<file path="src/rtl/level_sampler_pkg.sv">
// Shared definitions for the tank-level bus. The indicator-side checker uses
// the same package.
//
// Contents:
//   LS_N_LEVELS_DEF  default number of float switches (bit 0 = lowest)
//   LS_VEC_W         width the helper functions work at (zero-extended input)
//   ST_RUN/ST_FAULT  validator state encoding
//   ls_is_thermo()   1 when the vector is a legal thermometer code
//   ls_popcount()    number of set bits (3-bit result, up to 7 levels)
package level_sampler_pkg;

    localparam int LS_N_LEVELS_DEF = 6;
    localparam int LS_VEC_W        = 8;

    localparam logic [0:0] ST_RUN   = 1'b0;
    localparam logic [0:0] ST_FAULT = 1'b1;

    // Callers zero-extend to LS_VEC_W. The carry out of the top real bit lands
    // in a zero bit, so the result is the same as checking at the real width.
    function automatic logic ls_is_thermo(input logic [LS_VEC_W-1:0] v);
        return ((v & (v + LS_VEC_W'(1))) == '0);
    endfunction

    function automatic logic [2:0] ls_popcount(input logic [LS_VEC_W-1:0] v);
        logic [2:0] cnt;
        cnt = '0;
        for (int i = 0; i < LS_VEC_W - 1; i++) begin
            cnt = cnt + 3'(v[i]);
        end
        return cnt;
    endfunction

endpackage

</file>
<file path="src/rtl/level_sampler_bit_debouncer.sv">
// One float-switch channel: a two-flop synchroniser followed by a debounce
// counter and the accepted (stable) value.
//
// Ports:
//   clk       system clock
//   rst_n     synchronous active-low reset
//   i_raw     raw switch input, asynchronous, may bounce
//   o_stable  debounced value
//
// A clean edge on i_raw reaches o_stable 2 + DEBOUNCE_CYCLES edges later.
module bit_debouncer #(
    parameter int DEBOUNCE_CYCLES = 50000,
    parameter int CNT_W           = 16
) (
    input  logic clk,
    input  logic rst_n,
    input  logic i_raw,
    output logic o_stable
);

    logic             r_meta;
    logic             r_sync;
    logic [CNT_W-1:0] r_cnt;
    logic             r_stable;
    logic             w_tc;

    assign w_tc = (r_cnt == CNT_W'(DEBOUNCE_CYCLES - 1));

    always_ff @(posedge clk) begin
        if (!rst_n) begin
            r_meta   <= 1'b0;
            r_sync   <= 1'b0;
            r_cnt    <= '0;
            r_stable <= 1'b0;
        end else begin
            r_meta <= i_raw;
            r_sync <= r_meta;
            // Any return to the stable value restarts the count, so a glitch
            // shorter than DEBOUNCE_CYCLES never gets accepted.
            if (r_sync == r_stable) begin
                r_cnt <= '0;
            end else if (w_tc) begin
                r_stable <= r_sync;
                r_cnt    <= '0;
            end else begin
                r_cnt <= r_cnt + CNT_W'(1);
            end
        end
    end

    assign o_stable = r_stable;

endmodule

</file>
<file path="src/rtl/level_sampler.sv">
// Producer end of the tank-level bus. Debounces the float switches, checks the
// debounced vector is a thermometer code and publishes it with a count and a
// one-cycle update strobe. Flags physically impossible switch patterns.
//
// Ports:
//   clk          system clock
//   rst_n        synchronous active-low reset
//   raw_sw       raw float switches (bit 0 = lowest), asynchronous
//   levels       published thermometer level
//   level_count  set bits in levels
//   level_upd    one-cycle pulse in the cycle levels takes a new value
//   fault        high while the debounced vector is not a thermometer code
//
// state    | meaning
// ---------+--------------------------------------------------------------
// ST_RUN   | debounced vector legal; levels tracks it
// ST_FAULT | debounced vector illegal; levels/level_count frozen
module level_sampler
    import level_sampler_pkg::*;
#(
    parameter int N_LEVELS        = LS_N_LEVELS_DEF,
    parameter int DEBOUNCE_CYCLES = 50000,
    parameter int CNT_W           = 16
) (
    input  logic                clk,
    input  logic                rst_n,
    input  logic [N_LEVELS-1:0] raw_sw,
    output logic [N_LEVELS-1:0] levels,
    output logic [2:0]          level_count,
    output logic                level_upd,
    output logic                fault
);

    logic [N_LEVELS-1:0] w_stable;
    logic [LS_VEC_W-1:0] w_stable_ext;
    logic                w_legal;
    logic                w_diff;

    logic [0:0]          r_state;
    logic [N_LEVELS-1:0] r_levels;
    logic [2:0]          r_count;
    logic                r_upd;
    logic                r_fault;

    for (genvar i = 0; i < N_LEVELS; i++) begin : g_bit
        bit_debouncer #(
            .DEBOUNCE_CYCLES(DEBOUNCE_CYCLES),
            .CNT_W          (CNT_W)
        ) u_deb (
            .clk     (clk),
            .rst_n   (rst_n),
            .i_raw   (raw_sw[i]),
            .o_stable(w_stable[i])
        );
    end

    assign w_stable_ext = {{(LS_VEC_W - N_LEVELS){1'b0}}, w_stable};
    assign w_legal      = ls_is_thermo(w_stable_ext);
    assign w_diff       = (w_stable != r_levels);

    always_ff @(posedge clk) begin
        if (!rst_n) begin
            r_state  <= ST_RUN;
            r_levels <= '0;
            r_count  <= '0;
            r_upd    <= 1'b0;
            r_fault  <= 1'b0;
        end else begin
            case (r_state)
                ST_RUN: begin
                    if (!w_legal) begin
                        r_state <= ST_FAULT;
                        r_fault <= 1'b1;
                        r_upd   <= 1'b0;
                    end else if (w_diff) begin
                        r_levels <= w_stable;
                        r_count  <= ls_popcount(w_stable_ext);
                        r_upd    <= 1'b1;
                    end else begin
                        r_upd <= 1'b0;
                    end
                end
                ST_FAULT: begin
                    r_upd <= 1'b0;
                    if (w_legal) begin
                        r_state <= ST_RUN;
                        r_fault <= 1'b0;
                        // Leaving fault straight onto a new level publishes it
                        // in the same cycle.
                        if (w_diff) begin
                            r_levels <= w_stable;
                            r_count  <= ls_popcount(w_stable_ext);
                            r_upd    <= 1'b1;
                        end
                    end
                end
                default: begin
                    r_state <= ST_RUN;
                    r_upd   <= 1'b0;
                end
            endcase
        end
    end

    assign levels      = r_levels;
    assign level_count = r_count;
    assign level_upd   = r_upd;
    assign fault       = r_fault;

endmodule

</file>
<file path="config.mk">
export PLATFORM = sky130hd
export DESIGN_NAME = level_sampler
export DESIGN_NICKNAME = d
export VERILOG_FILES = /design/src/rtl/level_sampler_pkg.sv /design/src/rtl/level_sampler_bit_debouncer.sv /design/src/rtl/level_sampler.sv
export SDC_FILE = /design/constraint.sdc
export NUM_CORES = 1
export LEC_CHECK = 0
export BUFFER_PORTS_ARGS = -buffer_cell sky130_fd_sc_hd__buf_2
export CELL_PAD_IN_SITES_DETAIL_PLACEMENT = 1
export CELL_PAD_IN_SITES_GLOBAL_PLACEMENT = 1
export CORE_ASPECT_RATIO = 0.75
export CORE_MARGIN = 2
export CORE_UTILIZATION = 43
export CTS_CLUSTER_DIAMETER = 80
export CTS_CLUSTER_SIZE = 30
export DETAILED_ROUTE_END_ITERATION = 6
export PLACE_DENSITY = 0.87
export SETUP_SLACK_MARGIN = 0.05
export SYNTH_ARGS = -nofsm -noshare
export SYNTH_HDL_FRONTEND = slang
export SYNTH_SLANG_ARGS = --single-unit
</file>
<file path="constraint.sdc">
create_clock -name clk -period 2.6 [get_ports clk]
set_clock_uncertainty 0.15 [all_clocks]
set_input_delay 0.13 -clock clk [delete_from_list [all_inputs] [get_ports clk]]
set_output_delay 0.13 -clock clk [all_outputs]
set_load 0.03 [all_outputs]
</file>
== Word-level counts from Yosys, hierarchy flattened ==
Index checks and enable logic that the tools add are counted.
Operators by class
  mux-type cells: 9
  add/sub/neg operators: 12
  bitwise logic cells: 9
  eq/ne operators: 15
  reductions and logical operators: 16
Operators by type and width (number)
  $add 16x1->16 const B: 6
  $eq 16x16->1 const B: 6
  $reduce_and 2->1: 9
  $reduce_or 3->1: 6
  $mux 6: 2
  $add 3x1->3: 3
  $logic_not 8->1: 1
  $not 1->1: 8
  $add 6x1->7 const B: 1
  $and 6x7->7: 1
  $eq 1x1->1: 6
  $mux 3: 2
  $ne 6x6->1: 1
  $mux 1: 4
  $ne 2x2->1 const B: 2
  $add 2x1->3: 1
  $add 1x1->2: 1
  $pmux 1 s2: 1
Word-level totals
  register bits after elaboration: 126
  output and inout port bits: 11
  bits of input ports: 8

== Logic depth before layout (Yosys ltp) ==
  depth in word-level cells: 7
  gate-level depth with buffers: 8

== Hierarchy ==
A second synthesis with hierarchy kept.
Second synthesis, totals
  cell total of the unflattened synthesis: 595
  area, all modules: 5693.0 um^2
Modules (own cells, without submodules)
  bit_debouncer: area an instance 837.1 um^2, cells an instance 87, instances 6, sequential area each 380.4 um^2
  level_sampler: area an instance 670.6 um^2, cells an instance 73, instances 1, sequential area each 240.2 um^2

== Worst setup path before layout ==
OpenSTA, ideal clock, no wires.
  path type: flip-flop to flip-flop
  start point: reg g_bit[1].u_deb.r_stable
  end point: reg r_count[1], in the netlist level_count[1]
  path slack: 0.075 ns
  data required time: 2.378 ns
  data arrival time: 2.304 ns
  clock period less this slack: 2.525 ns
  stages on the path, launching flop included: 9
  cells stage by stage: dfxtp_1 -> fa_1 -> inv_1 -> fa_1 -> inv_1 -> ha_1 -> fa_1 -> nand2_1 -> mux2i_1
On the way
  word-level cells in the longest chain between the ends: 7
RTL lines
  start: declaration: line level_sampler_bit_debouncer.sv:24  | logic r_stable;
  start signal: assignment: line level_sampler_bit_debouncer.sv:43  | r_stable <= r_sync;
  $add 1x1->2: line level_sampler_pkg.sv:28  | cnt = cnt + 3'(v[i]);
  $add 2x1->3: line level_sampler_pkg.sv:28
  $add 3x1->3 (3 in a row): line level_sampler_pkg.sv:28
  $mux 3: line level_sampler.sv:75, level_sampler.sv:90
  $mux 3: line level_sampler.sv:71, level_sampler.sv:85
  end signal: assignment: line level_sampler.sv:77  | r_count <= ls_popcount(w_stable_ext);
  end signal: assignment: line level_sampler.sv:92  | r_count <= ls_popcount(w_stable_ext);
  end: declaration: line level_sampler.sv:41  | logic [2:0] r_count;
Several ways; a longest one is shown, not always the timed one. The select of a mux whose other input is x is not followed.
A chain may end at the register's enable or synchronous reset.

== Worst setup path after layout ==
  start point: reg g_bit[0].u_deb.r_stable
  end point: reg r_count[1], in the netlist level_count[1]
On the way
  word-level cells in the longest chain between the ends: 7
RTL lines (line)
  start: declaration: level_sampler_bit_debouncer.sv:24
  start signal: assignment: level_sampler_bit_debouncer.sv:43
  $add 1x1->2: level_sampler_pkg.sv:28
  $add 2x1->3: level_sampler_pkg.sv:28
  $add 3x1->3 (3 in a row): level_sampler_pkg.sv:28
  $mux 3: level_sampler.sv:75, level_sampler.sv:90
  $mux 3: level_sampler.sv:71, level_sampler.sv:85
Several ways; a longest one is shown, not always the timed one. The select of a mux whose other input is x is not followed.

==> reports/metrics.yaml <==
outcome:
  outcome: "finished clean"
clocking:
  clock_latency_ps: 420
  numCtsBuffers: 17
  cts_buffer_depth: 2
  clock_sinks: 126
  cts-root-buf: "clkbuf_16"
  clkSlewWorstSetupHoldPaths_ps: 60
  cts_tree: "done"
  htreeDepth: 4
timing:
  timing.setup.tns_ps: 0
  setup_violations: 0
  fin_ws_ps: 56.6
  drv_slew: 0
  hold_viol_final: 0
  tightest_slew_ps: 637
  finalCriticalPeriod_ps: 2540
  fmax_ghz: 0.393
  holdWs_ps: 83.3
  max_slew_margin_pct: 57.4
  rsz0062_at_grt: "yes"
  period_share_pct: 97.8
synthesis:
  synth_cell_type_count: 38
  ys.flop_type: "dfxtp_1"
  synth_top_area_cell: "dfxtp_1"
  yosysWarnings: 0
  synth_top_cell_area_share_pct: 47.0
  ys_top_cells_by_area: "dfxtp_1 47%, xor2_1 9.3%, nor2_1 8.7%"
  ys_seq_elements: 126
  ys_seq_area_share_pct: 47.0
  synth_fp_nets: 618
  syn_avg_cell_area_um2: 8.98
  synth-edff-count: 0
  ys_async_sr_fraction_pct: 0
  syn_inst: 598
  synthesis.area_mm2: 0.00537
floorplanning:
  core.rowCount: 35
  die_h_um: 101
  fp.dieW_um: 133
  dieArea_mm2: 0.0134
  start_util_pct: 44.0
  core_mm2: 0.0122
  ios: 19
pwr:
  p_per_area_mw_per_mm2: 719
  clockPowerShare_pct: 56.0
  p_comb_share_pct: 1.1
  power.net_switching_w: 0.000968
  ir_drop_v: 0.000466
  p_seq_share_pct: 42.9
  p_int_w: 0.00358
  p_leak_nw: 2.25
  swShare_pct: 21.3
placed_design:
  place_congestion: 0.840
  dp_hpwl_mm: 8.28
  port_buffers: 18
  placed_cell_area_mm2: 0.00562
  dp_slack_ps: -8.55
final_layout:
  drive_gt1_share_pct: 10.2
  final_area_mm2: 0.00633
  utilization_pct: 51.8
  fill_cells: 1412
  nNetsFinal: 651
  num_antenna_cells: 0
  mostFrequentLayoutCells: "125 x nor2_1, 124 x dfxtp_1, 57 x xor2_1"
  syn2layout_area_growth_pct: 17.8
  final_common_cell: "nor2_1"
drt:
  finalWirelength_mm: 13.0
  viasPerCell: 5.18
  route.vias.total: 4197
  drc: 0
  wl_per_cell_um: 16.0
  ant_nets: 0
  drt_pass1_iterations: 4
  drtIter0Drc: 179
global_routing:
  grt_pass1_vias: 4381
  grt_max_degree: 35
  grt-ovfl-total: 0
  antenna_found_initial: 0
  grt_pass1_wl_mm: 21.5
  grt_usage_pct: 20.5
worst_setup_path:
  worstSetupStartpointType: "flop"
  critPathTopFamily: "adder cells"
  cp_max_fo: 2
  criticalPathCategory: "flop to flop"
  crit_chain: "fa_1 > inv_2 > fa_1 > inv_1 > ha_2 > fa_1 > nand2_1 > mux2i_1"
  worstSetupEndpointType: "flop"
  crit_required_ps: 2790
  cp_common_cell: "fa_1"
  slowest_delay_ps: 570
  cp.arrival_ps: 2730
  crit_slowest_cell: "fa_1"
  critPathBufInv: 2
flow_run:
  drv_cap: 0
hold_path:
  hold_class: "input pin to flop"
per-stage QoR:
stage	cells	total power, W
after global routing	810	0.00468
after global placement	771	0.00203
after detailed placement	771	0.00204
after floorplan	598	0.00202
final	810	0.00455
after CTS	809	0.00459
flip-flops by register name, summed over array words and instances (netlist names):
name and flops:
level_count 3, r_state 1, g_bit.u_deb.r_meta 6, g_bit.u_deb.o_stable 6
g_bit.u_deb.r_cnt 96, g_bit.u_deb.r_sync 6, levels 6, level_upd 1
fault 1
worst min-delay path: cells and delay by family:
family                 cells  cell delay (ps)
and+or+nand+nor            1              140
buffers and inverters      1              270
muxes                      1               50
area by class of cell:
cell class	count	area [µm²]	share of cell area, %
Multi-Input combinational cell	434	2680	42.3
Sequential cell	126	2520	39.9
Clock buffer	17	425	6.72
Clock inverter	15	211	3.34
Tap cell	166	208	3.28
Timing Repair Buffer	31	203	3.20
Inverter	21	78.8	1.25
cells by family (layout without fill, tap and decap cells):
group	Yosys count	count (layout)	share of synthesized area (%)
AOI/OAI and AO/OA	3	3	0.303
xor gates and xnor gates	96	96	15.7
adders and majority gates	13	13	3.40
buffers and inverters	38	84	3.26
DFF	126	126	47.0
muxes	15	15	2.80
and+or+nand+nor	307	307	27.6
worst paths after layout:
| check | end | startpoint | slack, ps | depth (start not counted) |
|---|---|---|---|---|
| max reg2reg | level_count[1] | g_bit[0].u_deb.o_stable | 60 | 8 |
| min | levels[1] | rst_n | 80 | 3 |
| max | level_count[1] | g_bit[0].u_deb.o_stable | 60 | 8 |
| min reg2reg | g_bit[3].u_deb.r_sync | g_bit[3].u_deb.r_meta | 290 | 1 |
synthesized netlist by cell type (2+ instances only):
cell and n:
and3_1 12, inv_1 21, clkbuf_1 8, dfxtp_1 126, nand3_1 36, nand4_1 25
ha_1 9, mux2i_1 15, xor2_1 57, nor3b_1 2, nand2_1 52, and2_1 16
buf_4 2, and4_1 3, xnor2_1 39, buf_2 5, nor2_1 125, nor4_1 7
nor2b_1 6, nor3_1 8, nor4b_1 5, fa_1 3
power groups by stage:
stage | clock [W] | sequential, W | combinational [W]
floorplan | 0 | 0.00199 | 0.0000343
global placement | 0 | 0.00199 | 0.0000416
detailed placement | 0 | 0.00199 | 0.0000435
CTS | 0.00258 | 0.00195 | 0.0000512
global route | 0.00267 | 0.00195 | 0.0000574
finish | 0.00255 | 0.00195 | 0.0000512
per-layer routing:
| layer | wire length [µm] | global-route usage [%] | up-vias |
|---|---|---|---|
| met3 | 410 | 6.18 | 28 |
| met2 | 6760 | 36.6 | 60 |
| li1 | - | - | 2033 |
| met1 | 5520 | 22.6 | 2076 |
| met4 | 307 | 9.68 | 0 |
| met5 | 0 | 0 | - |
what timing repair did:
item / CTS / global route
hold endpoints to repair: 6 / 0
cloned: 0 / 0
buffers inserted: 0 / 1
hold buffers: 6 / 0
resized for setup: 4 / 0
pin swaps: 2 / 1
setup endpoints to repair: 2 / 1
(Power assumes the default switching activity.)
